==> src/rtl/local_store_sequencer_pkg.sv <==
// Shared definitions for the local store sequencer: store-FSM control codes
// and the sequencer state encoding.
package local_store_sequencer_pkg;

    localparam logic [2:0] CODE_INIT      = 3'b000;
    localparam logic [2:0] CODE_HOLD      = 3'b001;
    localparam logic [2:0] CODE_INCR      = 3'b010;
    localparam logic [2:0] CODE_JUMP      = 3'b011;
    localparam logic [2:0] CODE_SET_K_ROW = 3'b100;
    localparam logic [2:0] CODE_SET_K_COL = 3'b101;
    localparam logic [2:0] CODE_SET_N_ROW = 3'b110;
    localparam logic [2:0] CODE_SET_N_COL = 3'b111;

    typedef enum logic [3:0] {
        S_IDLE  = 4'd0,
        S_SKR   = 4'd1,
        S_SKC   = 4'd2,
        S_SNR   = 4'd3,
        S_SNC   = 4'd4,
        S_INIT0 = 4'd5,
        S_LDK   = 4'd6,
        S_LDN   = 4'd7,
        S_INIT1 = 4'd8,
        S_CMP   = 4'd9,
        S_DONE  = 4'd10
    } state_e;

endpackage

==> src/rtl/local_store_sequencer_seq_counter.sv <==
// Unsigned A-bit up-counter with synchronous clear (priority over enable)
// and a terminal-count compare against a limit input.
module seq_counter
    import local_store_sequencer_pkg::*;
#(
    parameter int A = 7
) (
    input  logic         clk_i,
    input  logic         rst_i,
    input  logic         clr_i,
    input  logic         en_i,
    input  logic [A-1:0] lim_i,
    output logic         at_lim_o
);

    localparam logic [A-1:0] ONE = {{(A-1){1'b0}}, 1'b1};

    logic [A-1:0] cnt_q;
    logic [A-1:0] cnt_d;

    // Next count: clear wins over increment
    always_comb begin
        cnt_d = cnt_q;
        if (clr_i) begin
            cnt_d = {A{1'b0}};
        end else if (en_i) begin
            cnt_d = cnt_q + ONE;
        end else begin
            cnt_d = cnt_q;
        end
    end

    // Count register
    always_ff @(posedge clk_i) begin
        if (rst_i) begin
            cnt_q <= {A{1'b0}};
        end else begin
            cnt_q <= cnt_d;
        end
    end

    assign at_lim_o = (cnt_q == lim_i);

endmodule

==> src/rtl/local_store_sequencer.sv <==
// Per-PE sequencer driving the local store controller: programs offsets,
// loads kernel/neuron stores from a stream, then sweeps compute addresses.
module local_store_sequencer
    import local_store_sequencer_pkg::*;
#(
    parameter int depth  = 2,
    parameter int A      = 7,
    parameter int CTR_IP = 8
) (
    input  logic              CLK,
    input  logic              RST,
    input  logic              start,
    input  logic [depth-1:0]  cfgKRowOfst,
    input  logic [depth-1:0]  cfgKColOfst,
    input  logic [depth-1:0]  cfgNRowOfst,
    input  logic [depth-1:0]  cfgNColOfst,
    input  logic [A-1:0]      cfgKLen,
    input  logic [A-1:0]      cfgNLen,
    input  logic [A-1:0]      cfgOutRows,
    input  logic [A-1:0]      cfgOutCols,
    input  logic              inValid,
    output logic              inReady,
    output logic              loadTarget,
    input  logic              computeEn,
    output logic [CTR_IP-1:0] controlSignal,
    output logic [depth-1:0]  initSettings,
    output logic              macValid,
    output logic              busy,
    output logic              done
);

    localparam logic [A-1:0] ONE  = {{(A-1){1'b0}}, 1'b1};
    localparam logic [A-1:0] ZERO = {A{1'b0}};

    state_e           state_q, state_d;
    logic [depth-1:0] k_row_q, k_col_q, n_row_q, n_col_q;
    logic [A-1:0]     k_len_q, n_len_q, rows_q, cols_q;
    logic             row_end_q;

    logic [2:0]   k_ctrl_s, n_ctrl_s;
    logic         k_wr_s, n_wr_s;
    logic         ld_active_s, ld_last_s, ld_tc_s, c_last_s, r_last_s;
    logic         cmp_s, incr_s, jump_s, finish_s, sweep_s;
    logic [A-1:0] ld_lim_s;

    // State and job configuration capture
    always_ff @(posedge CLK) begin
        if (RST) begin
            state_q <= S_IDLE;
            k_row_q <= {depth{1'b0}};
            k_col_q <= {depth{1'b0}};
            n_row_q <= {depth{1'b0}};
            n_col_q <= {depth{1'b0}};
            k_len_q <= ZERO;
            n_len_q <= ZERO;
            rows_q  <= ZERO;
            cols_q  <= ZERO;
        end else begin
            state_q <= state_d;
            if (state_q == S_IDLE && start) begin
                k_row_q <= cfgKRowOfst;
                k_col_q <= cfgKColOfst;
                n_row_q <= cfgNRowOfst;
                n_col_q <= cfgNColOfst;
                k_len_q <= cfgKLen;
                n_len_q <= cfgNLen;
                rows_q  <= cfgOutRows;
                cols_q  <= cfgOutCols;
            end
        end
    end

    assign sweep_s     = (rows_q != ZERO) && (cols_q != ZERO);
    assign ld_active_s = (state_q == S_LDK) || (state_q == S_LDN);
    assign ld_lim_s    = (state_q == S_LDN) ? (n_len_q - ONE) : (k_len_q - ONE);
    assign ld_last_s   = ld_active_s && inValid && ld_tc_s;

    // row_end_q marks that the current row's columns are exhausted; the next
    // enabled sweep cycle is then a JUMP rather than an INCR.
    assign cmp_s    = (state_q == S_CMP);
    assign incr_s   = cmp_s && computeEn && !row_end_q;
    assign jump_s   = cmp_s && computeEn && row_end_q;
    assign finish_s = incr_s && c_last_s && r_last_s;

    seq_counter #(.A(A)) u_ld_cnt (
        .clk_i    (CLK),
        .rst_i    (RST),
        .clr_i    (!ld_active_s || ld_last_s),
        .en_i     (inValid),
        .lim_i    (ld_lim_s),
        .at_lim_o (ld_tc_s)
    );

    seq_counter #(.A(A)) u_col_cnt (
        .clk_i    (CLK),
        .rst_i    (RST),
        .clr_i    (!cmp_s || (incr_s && c_last_s)),
        .en_i     (incr_s),
        .lim_i    (cols_q - ONE),
        .at_lim_o (c_last_s)
    );

    seq_counter #(.A(A)) u_row_cnt (
        .clk_i    (CLK),
        .rst_i    (RST),
        .clr_i    (!cmp_s),
        .en_i     (jump_s),
        .lim_i    (rows_q - ONE),
        .at_lim_o (r_last_s)
    );

    // End-of-row flag for the sweep
    always_ff @(posedge CLK) begin
        if (RST) begin
            row_end_q <= 1'b0;
        end else if (!cmp_s || jump_s) begin
            row_end_q <= 1'b0;
        end else if (incr_s && c_last_s) begin
            row_end_q <= 1'b1;
        end else begin
            row_end_q <= row_end_q;
        end
    end

    // Next-state and combinational output decode
    always_comb begin
        state_d      = state_q;
        k_ctrl_s     = CODE_HOLD;
        n_ctrl_s     = CODE_HOLD;
        k_wr_s       = 1'b0;
        n_wr_s       = 1'b0;
        initSettings = {depth{1'b0}};
        inReady      = 1'b0;
        loadTarget   = 1'b0;
        macValid     = 1'b0;
        case (state_q)
            S_IDLE: begin
                if (start) begin
                    state_d = S_SKR;
                end else begin
                    state_d = S_IDLE;
                end
            end
            S_SKR: begin
                k_ctrl_s     = CODE_SET_K_ROW;
                initSettings = k_row_q;
                state_d      = S_SKC;
            end
            S_SKC: begin
                k_ctrl_s     = CODE_SET_K_COL;
                initSettings = k_col_q;
                state_d      = S_SNR;
            end
            S_SNR: begin
                n_ctrl_s     = CODE_SET_N_ROW;
                initSettings = n_row_q;
                state_d      = S_SNC;
            end
            S_SNC: begin
                n_ctrl_s     = CODE_SET_N_COL;
                initSettings = n_col_q;
                state_d      = S_INIT0;
            end
            S_INIT0: begin
                k_ctrl_s = CODE_INIT;
                n_ctrl_s = CODE_INIT;
                if (k_len_q != ZERO) begin
                    state_d = S_LDK;
                end else if (n_len_q != ZERO) begin
                    state_d = S_LDN;
                end else if (sweep_s) begin
                    state_d = S_CMP;
                end else begin
                    state_d = S_DONE;
                end
            end
            S_LDK: begin
                inReady = 1'b1;
                if (inValid) begin
                    k_ctrl_s = CODE_INCR;
                    k_wr_s   = 1'b1;
                end else begin
                    k_ctrl_s = CODE_HOLD;
                end
                if (ld_last_s) begin
                    state_d = (n_len_q != ZERO) ? S_LDN : S_INIT1;
                end else begin
                    state_d = S_LDK;
                end
            end
            S_LDN: begin
                inReady    = 1'b1;
                loadTarget = 1'b1;
                if (inValid) begin
                    n_ctrl_s = CODE_INCR;
                    n_wr_s   = 1'b1;
                end else begin
                    n_ctrl_s = CODE_HOLD;
                end
                if (ld_last_s) begin
                    state_d = S_INIT1;
                end else begin
                    state_d = S_LDN;
                end
            end
            S_INIT1: begin
                k_ctrl_s = CODE_INIT;
                n_ctrl_s = CODE_INIT;
                state_d  = sweep_s ? S_CMP : S_DONE;
            end
            S_CMP: begin
                if (incr_s) begin
                    k_ctrl_s = CODE_INCR;
                    n_ctrl_s = CODE_INCR;
                    macValid = 1'b1;
                end else if (jump_s) begin
                    k_ctrl_s = CODE_JUMP;
                    n_ctrl_s = CODE_JUMP;
                end else begin
                    k_ctrl_s = CODE_HOLD;
                    n_ctrl_s = CODE_HOLD;
                end
                state_d = finish_s ? S_DONE : S_CMP;
            end
            S_DONE: begin
                state_d = S_IDLE;
            end
            default: begin
                state_d = S_IDLE;
            end
        endcase
    end

    assign controlSignal = {k_ctrl_s, k_wr_s, n_ctrl_s, n_wr_s};
    assign busy          = (state_q != S_IDLE);
    assign done          = (state_q == S_DONE);

endmodule

==> config.mk <==
export PLATFORM = sky130hd
export DESIGN_NAME = local_store_sequencer
export DESIGN_NICKNAME = d
export VERILOG_FILES = /design/src/rtl/local_store_sequencer_pkg.sv /design/src/rtl/local_store_sequencer_seq_counter.sv /design/src/rtl/local_store_sequencer.sv
export SDC_FILE = /design/constraint.sdc
export NUM_CORES = 1
export LEC_CHECK = 0
export ABC_AREA = 1
export CAP_MARGIN = 20
export CORE_MARGIN = 2
export CORE_UTILIZATION = 40
export DETAILED_ROUTE_END_ITERATION = 8
export HOLD_SLACK_MARGIN = 0.1
export PLACE_DENSITY = 0.71
export SLEW_MARGIN = 5
export SYNTH_ARGS = -nofsm -noshare
export SYNTH_HDL_FRONTEND = slang
export SYNTH_HIERARCHICAL = 1
export SYNTH_SLANG_ARGS = --single-unit
export TNS_END_PERCENT = 100
==> constraint.sdc <==
create_clock -name CLK -period 5 [get_ports CLK]
set_clock_uncertainty 0.05 [all_clocks]
set_input_delay 1 -clock CLK [delete_from_list [all_inputs] [get_ports CLK]]
set_output_delay 1 -clock CLK [all_outputs]
set_load 0.01 [all_outputs]
==> impl_results.md <==
* Status: complete, no violations
* Grt total ovfl at 0
* Clk_lat worst skew at 0.34 ns
* Post_cts resized at 0
* Largest cells by area after synthesis: dfxtp_1, nand2_1, inv_1, nor2_1, a21oi_1
* Cell taking the most area after synthesis: dfxtp_1
* First-pass GRT wire length at 14300 µm
* Die X at 100.3 µm
* Total Nets Final at 686
* Depth of the CTS H-tree at 3
* DP Wirelength at 6425 µm
* Overall routing resource usage at 17.77%
* Worst vdd ir at 0.1187 mV
* Worst-case reg-to-reg path depth at 20
* Crit Path Max Fanout at 10
* PD cells at 361.9 nW/µm²
* Largest family of logic cells by synthesized area: simple AND/OR/NAND/NOR gates
* Avg WL per Cell at 11.23 µm
* Rows at 35
* Simple logic cell fraction of the synthesized area at 30.56%
* Post-Route WL at 8447 µm
* Root Buffer: clkbuf_8
* Area fraction of the dominant cell type after synthesis at 33.46%
* RePlAce Congestion at 0.9062
* Crit path time final at 3.636 ns
* Clock Tree Buf Depth at 2
* Sequential-to-total area share from yosys stat at 33.46%
* Hold-fix buffers at CTS at 0
* Period utilization at 72.71%
* Avg Inst Size Synth at 6.331 µm²
* Hold Path End: k_col_q[0]
* Power Total at 1.620 mW
* Post-Synth Adder-Cell Area at 2.361%
* N_diodes at 0
* CP Data Arrival Time at 2.59 ns
* Cell variety after synth at 28
* Vias after detailed routing at 3575
* Layout cell share with drive strength beyond 1 at 7.332%
* ANT nets after route at 0
* Finished Layout Cells at 752
* Element type at the critical path end: output pin
* Post-synthesis compound-gate area fraction at 16.93%
* XOR/XNOR Fraction of Synth Area at 3.541%
* Mux cell area share after synthesis at 0%
* Fin. Hold Viols at 0
* Hold Path Class: reg -> reg
* Initial core utilization at 40.73%
* Die Y at 100.3 µm
* Final core occ at 49.13%
* Setup TNS at 0 ns
* DRT iter0 DRCs at 152
* Worst EP required at 3.95 ns
* CTS buffer count at 9
* #FFs+latches synth at 62
* IO buf count at 55
* Postcts setup bufs at 0
* Placed insts at 738
* Setup violations, final at 0
* Area grow syn2layout at 20.64%
* Hold_sp: k_col_q[0]
* Drt drc at 0
* Yosys warns at 6
* Syn Nets at 634
* Startpoint types: input pin
* Fin. max-slew vios at 0
* Worst-Margin Slew at 0.9917 ns
* Core ar. at 9109 µm²
* IO Pins at 56
* Clk sink count at 62
* RR Startpoint: state_q[1]
* RSZ-0062 raised after global routing: no
* Fmax at 0.2750 GHz
* Crit Path Class: in -> out
* Clk pin slew, worst setup/hold paths at 0.06 ns
* DRT Pass-1 Iters at 4
* Relative slew slack at 33.82%
* Largest net degree at the start of global routing at 65
* Worst Hold Depth at 2
* Initial antenna violation count at 0
* CTS tree: built
* MaxCap Viol Count at 0
* Vias per inst at 4.754
* Post-synthesis instance total at 586
* Worst r2r dst: state_q[2]
* Reg2reg setup slack at 2.07 ns
* Vias in the first global route at 3253
* Post-Synthesis Cell Area at 3710 µm²
* Die ar. at 10060 µm²
* Cell leakage power at 1.975 nW
[logic make-up (layout without fill, tap and decap cells)]
family,count (synthesis),after routing
AO/OA/AOI/OAI,117,117
XOR/XNOR,15,15
adder cells (fa/ha/maj),7,7
buffers and inverters,118,173
flip-flops,62,62
AND/OR/NAND/NOR,267,267
[metrics by stage]
step	setup WS [ns]	hold slack, ns	area, µm²
floorplan	2.471	0.3746	3710
global placement	1.395	0.3934	4302
detailed placement	1.359	0.4073	4302
CTS	1.354	0.4139	4476
global route	1.185	0.4387	4476
finish	1.364	0.4089	4476
[routing by layer]
metal  track usage, %  vias up  share of wire (%)
met1            23.26     1546                 49
met3            3.691       14                5.2
met5                0        -                  0
li1                 -     1932                  -
met2            28.14       83                 44
met4            8.008        0                2.0
[worst max-delay path by stage]
stage	start	to	slack, ns	cells after the start
global placement	inValid	controlSignal[2]	1.40	6
global route	inValid	controlSignal[2]	1.19	6
CTS	inValid	controlSignal[2]	1.35	6
finish	inValid	controlSignal[2]	1.36	6
detailed placement	inValid	controlSignal[2]	1.36	6
floorplan	computeEn	controlSignal[1]	2.47	3
[critical path, stage by stage]
cell	delay, ns
clkdlybuf4s50_1	0.67
inv_1	0.12
nor2_1	0.15
nor2_1	0.07
nand2_1	0.05
clkdlybuf4s50_1	0.53
[final cells by class]
| type | instances | area [µm²] |
|---|---|---|
| fill | 958 | 4633 |
| multi-input combinational | 406 | 1981 |
| sequential | 62 | 1241 |
| timing repair buffer | 55 | 550.5 |
| inverter | 104 | 390.4 |
| clock buffer | 13 | 168.9 |
| tap | 111 | 138.9 |
| clock inverter | 1 | 5.005 |
[cell usage in the layout (no fill, tap or decap)]
cell,netlist,final
nand2_1,129,129
o21bai_1,1,1
clkdlybuf4s50_1,0,55
a21oi_1,48,48
nand4_1,1,1
nor2_1,83,83
clkinv_2,0,1
o21ai_1,8,8
inv_2,5,5
o22ai_1,3,3
o31ai_1,1,1
nand2_2,8,8
o21ai_2,4,4
xnor2_1,3,3
o21ai_0,47,47
inv_1,99,99
nand3_1,29,29
o2111ai_1,2,2
clkbuf_8,0,12
nor3_1,3,3
a21oi_2,3,3
xor2_1,12,12
dfxtp_1,62,62
clkbuf_1,4,1
nand3_2,1,1
ha_1,7,7
nor2_4,6,6
nor2_2,7,7
[where the power goes]
group | switching [mW] | internal (mW) | leakage [nW] | total [mW]
Combinational | 0.370 | 0.247 | 1.38 | 0.617
Clock | 0.186 | 0.215 | 0.0914 | 0.401
Sequential | 0.0421 | 0.560 | 0.508 | 0.602
Total | 0.598 | 1.02 | 1.97 | 1.62
[registers in the layout (all words and copies together) (netlist names), 2 cells and up]
name	count
n_row_q	2
u_row_cnt/cnt_q	7
k_row_q	2
cols_q	7
n_len_q	7
k_col_q	2
u_ld_cnt/cnt_q	7
rows_q	7
n_col_q	2
u_col_cnt/cnt_q	7
state_q	4
k_len_q	7
[synth_stat cells]
library cell and n:
o31ai_1 1, xnor2_1 3, o2111ai_1 2, nand3_1 29, nand3_2 1, nor2_2 7
nand2_1 129, inv_1 99, inv_2 5, o21ai_1 8, buf_4 3, o22ai_1 3
nor2_1 83, ha_1 7, nor3_1 3, buf_6 4, nand4_1 1, a21oi_1 48
o21ai_2 4, clkbuf_1 4, a21oi_2 3, nand2_2 8, nor2_4 6, dfxtp_1 62
xor2_1 12, o21bai_1 1, buf_2 3, o21ai_0 47
Note: power is estimated with default switching activity, not from simulation.
==> RTL change (same flow settings) <==
`A` is set to 7 in 2 places; all go to 6.
--- a/src/rtl/local_store_sequencer_seq_counter.sv
+++ b/src/rtl/local_store_sequencer_seq_counter.sv
@@ -3,7 +3,7 @@
 module seq_counter
     import local_store_sequencer_pkg::*;
 #(
-    parameter int A = 7
+    parameter int A = 6
 ) (
     input  logic         clk_i,
     input  logic         rst_i,
--- a/src/rtl/local_store_sequencer.sv
+++ b/src/rtl/local_store_sequencer.sv
@@ -4,7 +4,7 @@
     import local_store_sequencer_pkg::*;
 #(
     parameter int depth  = 2,
-    parameter int A      = 7,
+    parameter int A      = 6,
     parameter int CTR_IP = 8
 ) (
     input  logic              CLK,
Interface: changed (resized cfgKLen, cfgNLen, cfgOutCols and cfgOutRows); port bits go from 56 to 52. No check against the original RTL was run, so the function may have changed too.
==> RTL change against the unedited design <==
Area after synthesis is 12% lower. Sequential cell count is 7 lower. Critical path type unchanged. Largest power group unchanged. Utilization is 1.3 points higher. Power is 1.4% lower. Routed wire length is 15% lower. Count of clock-buffer cells in the layout is 8 lower. Design area is 12% lower. Worst setup slack worse by 0.047 ns.
==> RTL change: results (changes against the unedited design) <==
outcome: "finished clean"
dr.first_iter.drc_count: 158  # +3.9%
fin_nets: 597  # -13%
grtUsageMet1_pct: 22.84  # -0.42 points
rrSetupSlack_ns: 2.25  # +0.18 ns
dp.cells: 648  # -12%
grtUsageMet3_pct: 2.648  # -1.0 points
yosysSeqAreaShare_pct: 33.85  # +0.39 points
dieArea_sq_um: 8870  # -12%
synth_cells: 507  # -13%
vias: 3082  # -14%
clkPwrFrac_pct: 19.4  # -5.3 points
post-place-ws_ns: 1.312  # -0.04683 ns
ir_drop_mv: 0.1501  # +26%
met2WireLength_microns: 3254  # -12%
cts_buffers: 5  # -4
grt_use_total_pct: 17.50  # -0.27 points
route.met3.wl_microns: 326  # -26%
p_sw_w: 0.0006359  # +6.3%
ys_top_cells_by_area: "dfxtp_1 (34%), nand2_1 (12%), nor2_1 (10%)"
synth_fp_nets: 551  # -13%
synth_common_cells: "nand2_1 (105), nor2_1 (89), inv_1 (70)"
leakage_nw: 1.781  # -9.8%
die_w_microns: 94.18  # -6.1%
worstPathMaxFanout: 11  # +1
power_combinational_w: 0.000721  # +17%
arrival_ns: 2.63  # +0.04 ns
seqPwrFrac_pct: 35.5  # -1.7 points
clk_latency_ns: 0.31  # -0.03 ns
grt_pass1_wl_microns: 12530  # -12%
yosysUniqueCellTypes: 31  # +11%
cts.reportedPaths.clkPinSlew_ns: 0.11  # +0.05 ns
relSlewSlack_pct: 40.13  # +6.3 points
ys_ff_latch: 55  # -11%
fin_crit_ns: 3.683  # +0.04687 ns
use_met2_pct: 30.18  # +2.0 points
multi_input_area_sq_um: 1783  # -10%
first_global_vias: 2916  # -10%
drive_gt1_share_pct: 8.303  # +0.97 points
portBuffers: 51  # -7.3%
hpwlAfterDp_microns: 5613  # -13%
hold_slack_ns: 0.4186  # +0.009695 ns
htree_levels: 2  # -1
via_per_inst: 4.698  # -1.2%
r2r-end: "u_ld_cnt/cnt_q[2]"
[RTL change: cell count changes after synthesis, sizes merged, moves of 3 or more]
cell / unedited run / this run
nand2: 137 / 112
inv: 104 / 76
o21ai: 59 / 48
a21oi: 51 / 38
dfxtp: 62 / 55
clkinv: 0 / 4
or2: 0 / 3
nor2: 96 / 103
nand3: 30 / 18
nor3: 3 / 8
[RTL change: worst max-delay path, delay by kind of cell]
kind	cells	cell delay, ns
buffers and inverters	3	1.32
and+or+nand+nor	3	0.30
[RTL change: cells by family (layout without fill, tap and decap cells)]
logic type	after synthesis	count (layout)	share of synthesized area, %
simple gates	247	247	33.00
fa+ha+maj	7	7	2.692
buf+inv	92	139	11.35
flops	55	55	33.85
compound gates	92	92	15.35
xor+xnor	14	14	3.769
[RTL change: layout make-up]
class | instances | share of cell area (%)
multi-input cells | 360 | 45.25
flip-flops and latches | 55 | 27.95
repair buffers | 51 | 12.96
inverters | 80 | 7.653
well taps | 102 | 3.239
clock buffers | 5 | 1.747
clock inverters | 3 | 1.207
